**config.mk**
```make
export PLATFORM = sky130hd
export DESIGN_NAME = alu_mux_arbiter
export DESIGN_NICKNAME = d
export VERILOG_FILES = /design/src/rtl/alu_arb_pkg.sv /design/src/rtl/arb_rr_pick.sv /design/src/rtl/alu_mux_arbiter.sv
export SDC_FILE = /design/constraint.sdc
export NUM_CORES = 1
export LEC_CHECK = 0
export CAP_MARGIN = 20
export CORE_MARGIN = 3
export CORE_UTILIZATION = 45
export DETAILED_ROUTE_END_ITERATION = 6
export PLACE_DENSITY = 0.86
export SLEW_MARGIN = 20
export SYNTH_ARGS = -nofsm -noshare
export SYNTH_HDL_FRONTEND = slang
export SYNTH_SLANG_ARGS = --single-unit
```
**constraint.sdc**
```tcl
create_clock -name clk -period 2.53 [get_ports clk]
set_clock_uncertainty 0.1 [all_clocks]
set_input_delay 0.506 -clock clk [delete_from_list [all_inputs] [get_ports clk]]
set_output_delay 0.506 -clock clk [all_outputs]
set_load 0.02 [all_outputs]
```
**src/rtl/alu_arb_pkg.sv**
```systemverilog
// -----------------------------------------------------------------------------
// alu_arb_pkg
// Shared definitions for the ALU / operand-mux arbiter slice.
//   arb_state_t : arbiter FSM state (IDLE, BUSY, DONE)
//   NREQ        : number of requesters
//   SEL_W       : width of the binary grant index / mux select
//   LOCK_MAX    : maximum consecutive locked re-grants before round-robin resumes
//   CNT_W       : width of the operation latency counter
// -----------------------------------------------------------------------------
package alu_arb_pkg;

   localparam int NREQ     = 4;
   localparam int SEL_W    = 2;
   localparam int LOCK_MAX = 4;
   localparam int CNT_W    = 4;

   typedef enum logic [1:0] {
      ST_IDLE = 2'd0,
      ST_BUSY = 2'd1,
      ST_DONE = 2'd2
   } arb_state_t;

endpackage

```
**src/rtl/arb_rr_pick.sv**
```systemverilog
// -----------------------------------------------------------------------------
// arb_rr_pick
// Combinational rotate-priority picker. Searches req starting one position
// above ptr and wrapping, returning the first set bit.
// Ports:
//   req    in  [NREQ-1:0]  request vector
//   ptr    in  [SEL_W-1:0] index of the most recently granted requester
//   onehot out [NREQ-1:0]  one-hot winner (zero when no request)
//   idx    out [SEL_W-1:0] binary winner index (zero when no request)
//   any    out             at least one request present
// -----------------------------------------------------------------------------
module arb_rr_pick
   import alu_arb_pkg::*;
(
   input  logic [3:0] req,
   input  logic [1:0] ptr,
   output logic [3:0] onehot,
   output logic [1:0] idx,
   output logic       any
);

   logic [SEL_W-1:0] cand;

   always_comb begin
      onehot = '0;
      idx    = '0;
      any    = 1'b0;
      cand   = '0;
      // Candidate index wraps naturally in SEL_W bits: ptr+1 .. ptr+NREQ.
      for (int k = 1; k <= NREQ; k++) begin
         cand = ptr + SEL_W'(k);
         if (!any && req[cand]) begin
            any = 1'b1;
            idx = cand;
         end
      end
      if (any) begin
         onehot[idx] = 1'b1;
      end
   end

endmodule

```
**src/rtl/alu_mux_arbiter.sv**
```systemverilog
// -----------------------------------------------------------------------------
// alu_mux_arbiter
// Round-robin arbiter owning a shared ALU and its 4:1 operand mux. A granted
// requester keeps gnt/sel for OP_LAT+1 cycles: alu_start pulses in the grant
// cycle, done pulses OP_LAT cycles later while gnt is still held. From the
// done cycle a new grant is issued on the next edge without an idle bubble.
//
// Handshake: req[i] is a level request sampled only when the arbiter is free
// (IDLE or the done cycle); once granted the operation always completes with
// exactly one done[i] pulse unless reset intervenes, regardless of req/lock.
//
// Optional feature (macro ARB_LOCK_EN): in the done cycle, if the current
// owner holds lock and req, it is re-granted without moving the round-robin
// pointer, up to LOCK_MAX consecutive times.
//
// Parameters:
//   OP_LAT     ALU latency in cycles, alu_start to done (1..15)
// Ports:
//   clk        in      clock, rising edge
//   rst_n      in      asynchronous active-low reset
//   req        in  [3] per-requester operation request
//   lock       in  [3] per-requester lock request (ARB_LOCK_EN builds only)
//   gnt        out [3] one-hot grant, zero when the ALU is unowned
//   sel        out [1] binary grant index, operand mux select
//   alu_start  out     one-cycle launch pulse
//   done       out [3] one-hot one-cycle completion pulse
//   busy       out     gnt is non-zero
// -----------------------------------------------------------------------------
module alu_mux_arbiter
   import alu_arb_pkg::*;
#(
   parameter int OP_LAT = 2
) (
   input  logic       clk,
   input  logic       rst_n,
   input  logic [3:0] req,
   input  logic [3:0] lock,
   output logic [3:0] gnt,
   output logic [1:0] sel,
   output logic       alu_start,
   output logic [3:0] done,
   output logic       busy
);

   localparam logic [CNT_W-1:0] LAT_C = CNT_W'(OP_LAT);

   arb_state_t       state;
   logic [CNT_W-1:0] cnt;
   logic [SEL_W-1:0] ptr;

   logic [3:0]       pick_onehot;
   logic [1:0]       pick_idx;
   logic             pick_any;
   logic             free;
   logic             grant_lock;
   logic             grant_new;

   arb_rr_pick u_pick (
      .req    (req),
      .ptr    (ptr),
      .onehot (pick_onehot),
      .idx    (pick_idx),
      .any    (pick_any)
   );

   assign free = (state == ST_IDLE) || (state == ST_DONE);

`ifdef ARB_LOCK_EN
   logic [2:0] streak;

   // Re-grant only from the done cycle, and only while the streak budget lasts.
   assign grant_lock = (state == ST_DONE) && lock[sel] && req[sel]
                       && (streak < 3'(LOCK_MAX));

   always_ff @(posedge clk or negedge rst_n) begin
      if (!rst_n) begin
         streak <= '0;
      end else if (grant_lock) begin
         streak <= streak + 3'd1;
      end else if (grant_new) begin
         streak <= '0;
      end
   end
`else
   logic lock_unused;

   assign grant_lock  = 1'b0;
   assign lock_unused = ^lock;
`endif

   assign grant_new = free && pick_any && !grant_lock;
   assign busy      = |gnt;

   always_ff @(posedge clk or negedge rst_n) begin
      if (!rst_n) begin
         state     <= ST_IDLE;
         cnt       <= '0;
         ptr       <= 2'd3;
         gnt       <= '0;
         sel       <= '0;
         alu_start <= 1'b0;
         done      <= '0;
      end else begin
         alu_start <= 1'b0;
         done      <= '0;
         case (state)
            ST_IDLE, ST_DONE: begin
               if (grant_lock) begin
                  // Same owner again: gnt, sel and ptr stay as they are.
                  state     <= ST_BUSY;
                  cnt       <= CNT_W'(1);
                  alu_start <= 1'b1;
               end else if (grant_new) begin
                  state     <= ST_BUSY;
                  cnt       <= CNT_W'(1);
                  alu_start <= 1'b1;
                  gnt       <= pick_onehot;
                  sel       <= pick_idx;
                  ptr       <= pick_idx;
               end else begin
                  // sel deliberately keeps its last value while idle.
                  state <= ST_IDLE;
                  gnt   <= '0;
               end
            end
            ST_BUSY: begin
               if (cnt == LAT_C) begin
                  state <= ST_DONE;
                  done  <= gnt;
               end else begin
                  cnt <= cnt + CNT_W'(1);
               end
            end
            default: begin
               state <= ST_IDLE;
               gnt   <= '0;
            end
         endcase
      end
   end

endmodule

```
==> impl_metrics.env, run 1 <==
export IMPL_status="finished clean"
export IMPL_critPathBufInv=1
export IMPL_critPathMaxStageDelay_ps=560
export IMPL_coreArea_sq_mm=0.00175
export IMPL_clockBufferDepth=2
export IMPL_syn_avg_cell_area_sq_um=11.7
export IMPL_fin_util=0.619
export IMPL_cts_buffers=3
export IMPL_end_kind="primary output"
export IMPL_syn_nets=84
export IMPL_grt_pass1_vias=628
export IMPL_antenna_found_initial=0
export IMPL_grt_pass1_wl_microns=2770
export IMPL_routed_via_density=5.38
export IMPL_drt_wl_total_microns=1600
export IMPL_crit_fanout=4
export IMPL_netlist_top_cells_area="dfrtp_1, dfstp_2, nand2_1"
export IMPL_post_route_drc_count=0
export IMPL_whs_path_depth=1
export IMPL_die_h_microns=49.4
export IMPL_initial_core_util=0.485
export IMPL_design_die_area_sq_mm=0.00244
export IMPL_avgRoutedWirePerCell_microns=13.5
export IMPL_cp_data_required_time_ps=1920
export IMPL_cts_tree="yes"
export IMPL_fmax_mhz=416
export IMPL_grt_max_degree=20
export IMPL_yosysSeqAreaShare=0.565
export IMPL_grt_overflow_total=0
export IMPL_hold_path_class="flip-flop to flip-flop"
export IMPL_setup_viol=0
export IMPL_drive_above_1_share=0.170
export IMPL_p_int_mw=0.777
export IMPL_cts_setup_buffers=0
export IMPL_whs_ps=402
export IMPL_via_count=640
export IMPL_worst_path_max_delay_cell="clkdlybuf4s50_1"
export IMPL_seqPwrFrac=0.414
export IMPL_ir_worst_vdd_mv=0.587
export IMPL_yosys_area_top_type="dfrtp_1"
export IMPL_crit_type="flip-flop to primary output"
export IMPL_hold_viol_final=0
export IMPL_synthToLayoutAreaGrowth_pct=27.8
export IMPL_nets=107
export IMPL_clock_latency_ps=300
export IMPL_async_flop_share=1.00
export IMPL_crit_arrival_ps=1800
export IMPL_syn_inst=72
export IMPL_pin_count=22
export IMPL_pwr_density_cell_mw_per_mm2=1170
export IMPL_post_cts_resized=0
export IMPL_path_cells="or4_1 > clkdlybuf4s50_1"
export IMPL_clock_power_share=0.121
export IMPL_leakage_nw=0.489
export IMPL_fin_crit_ps=2410
export IMPL_synth_cell_types=32
export IMPL_yosys_top_cells_count="dfrtp_1, nand2_1, a21oi_1, and2_1, nor2_1"
export IMPL_postCtsHoldBufs=0
export IMPL_syn_area_sq_um=846
export IMPL_htreeDepth=1
export IMPL_cts_clk_slew_worst_paths_ps=100
export IMPL_combinationalPowerShare=0.464
export IMPL_synth_flop_cell="dfrtp_1"
export IMPL_drt_antenna_violating_nets=0
export IMPL_gp_congestion=0.883
export IMPL_min_period_over_period=0.951
export IMPL_p_sw_mw=0.484
export IMPL_grt_use_total=0.151
export IMPL_postLayoutSetupSlackWorst_ps=123
export IMPL_ys_ff_latch=19
export IMPL_clock_sink_count=19
export IMPL_setup_tns_ps=0
export IMPL_max_cap_violations=0
export IMPL_first_iter_violations=5
export IMPL_io_buffers=17
export IMPL_fp_dieW_microns=49.4
export IMPL_slew_headroom=0.775
export IMPL_dr_pass1_iters=4
export IMPL_synth_most_common_cell="dfrtp_1"
export IMPL_yosysWarningCount=0
export IMPL_rsz0062_at_grt="no"
export IMPL_critPathLaunchType="flip-flop"
export IMPL_slew_violations=0
export IMPL_cts_root_buffer="clkbuf_4"
export IMPL_synth_top_area_frac=0.503
export IMPL_synth_enable_flop_cells=0
export IMPL_dpl_worst_slack_ps=386
export IMPL_reg2reg_depth=6
export IMPL_worstSetupPathDepth=2
export IMPL_rows=15
export IMPL_swShare=0.384
export IMPL_crit_family="buffers and inverters"
export IMPL_tightest_slew_ps=334
export IMPL_diodes=0
export IMPL_dp_hpwl_microns=1230
-- cell usage in the layout (no fill, tap or decap) --
| cell type | count |
|---|---|
| dfrtp_1 | 17 |
| a21oi_1 | 4 |
| o22ai_1 | 1 |
| ha_1 | 2 |
| nor2_1 | 4 |
| nand2_2 | 1 |
| mux2_4 | 1 |
| nor4_1 | 1 |
| inv_2 | 1 |
| nand2_4 | 1 |
| nand2_1 | 7 |
| and2_1 | 4 |
| clkbuf_1 | 1 |
| o221ai_1 | 1 |
| a21o_1 | 2 |
| xor2_1 | 1 |
| dfstp_2 | 2 |
| o21ai_0 | 3 |
| buf_4 | 1 |
| xnor2_1 | 1 |
| or3b_4 | 1 |
| nand4b_1 | 1 |
| o221a_2 | 1 |
| o31ai_2 | 1 |
| clkdlybuf4s50_1 | 17 |
| or2_2 | 2 |
| or4_1 | 1 |
| nor3b_4 | 1 |
| and3b_1 | 1 |
| and2b_1 | 1 |
| nor2b_1 | 2 |
| clkbuf_4 | 3 |
| inv_1 | 2 |
| mux2i_1 | 1 |
| nand3_1 | 1 |
| a22o_1 | 2 |
-- logic make-up (layout without fill, tap and decap cells) --
group,after synthesis,after routing,synth area share
mux,2,2,0.0296
buf+inv,3,25,0.0133
xor+xnor,2,2,0.0207
flops,19,19,0.565
compound gates,15,15,0.126
fa+ha+maj,2,2,0.0296
simple gates,29,29,0.216
-- metrics by stage --
step / instances / cell area [sq um] / total power, mW
2_1_floorplan: 72 / 846 / 0.903
3_3_place_gp: 115 / 1050 / 1.09
3_5_place_dp: 115 / 1050 / 1.12
4_1_cts: 119 / 1080 / 1.28
5_1_grt: 119 / 1080 / 1.35
6_report: 119 / 1080 / 1.26
-- metal layers --
metal | share of wire | track usage | up-vias | wire (microns)
met1 | 0.42 | 0.167 | 320 | 667
met3 | 0.052 | 0.0428 | 5 | 84
met4 | 0.024 | 0.0853 | 0 | 38
li1 | - | - | 298 | -
met5 | 0 | 0 | - | 0
met2 | 0.51 | 0.259 | 17 | 811
-- worst register-to-register path: cells and delay by family, from the launching register on --
family        cells  cell delay, ps
mux               1             250
fa+ha+maj         1             140
buf+inv           1             100
simple gates      3             570
flops             1             410
-- sequential cells by signal (all words and copies together), names as in the netlist --
signal and cells:
done 4, alu_start 1, state 2, cnt 4, gnt 4, sel 2
ptr 2
-- final timing paths --
check                            start  endpoint  slack (ps)
max in group asynchronous        rst_n    ptr[0]        1640
min in group asynchronous        rst_n    cnt[2]         420
worst min register to register  sel[1]    sel[1]         400
worst max register to register  cnt[0]    cnt[0]         850
worst max-delay path            gnt[0]      busy         120
worst min-delay path            sel[1]    sel[1]         400
-- layout make-up --
type                            instances  area (sq um)
Fill cell                             145           664
Sequential cell                        19           478
Multi-Input combinational cell         50           357
Timing Repair Buffer                   18           178
Tap cell                               25          31.3
Clock buffer                            4          26.3
Inverter                                3          11.3
-- power groups by stage --
stage | clock network [mW] | registers [mW] | logic (mW)
floorplan | 0 | 0.567 | 0.336
finish | 0.153 | 0.523 | 0.585
CTS | 0.161 | 0.521 | 0.596
global placement | 0 | 0.519 | 0.568
detailed placement | 0 | 0.527 | 0.594
global route | 0.172 | 0.539 | 0.639
Note: power is estimated with default switching activity, not from simulation.
==> inputs of run 2 (changes only) <==
--- a/config.mk
+++ b/config.mk
@@ -9,6 +9,8 @@
 export CORE_MARGIN = 3
 export CORE_UTILIZATION = 45
 export DETAILED_ROUTE_END_ITERATION = 6
+export GPL_ROUTABILITY_DRIVEN = 1
+export HOLD_SLACK_MARGIN = 0.05
 export PLACE_DENSITY = 0.86
 export SLEW_MARGIN = 20
 export SYNTH_ARGS = -nofsm -noshare
==> results of run 2 <==
Same layout as run 1: the final DEF is identical, and so are final timing and power.
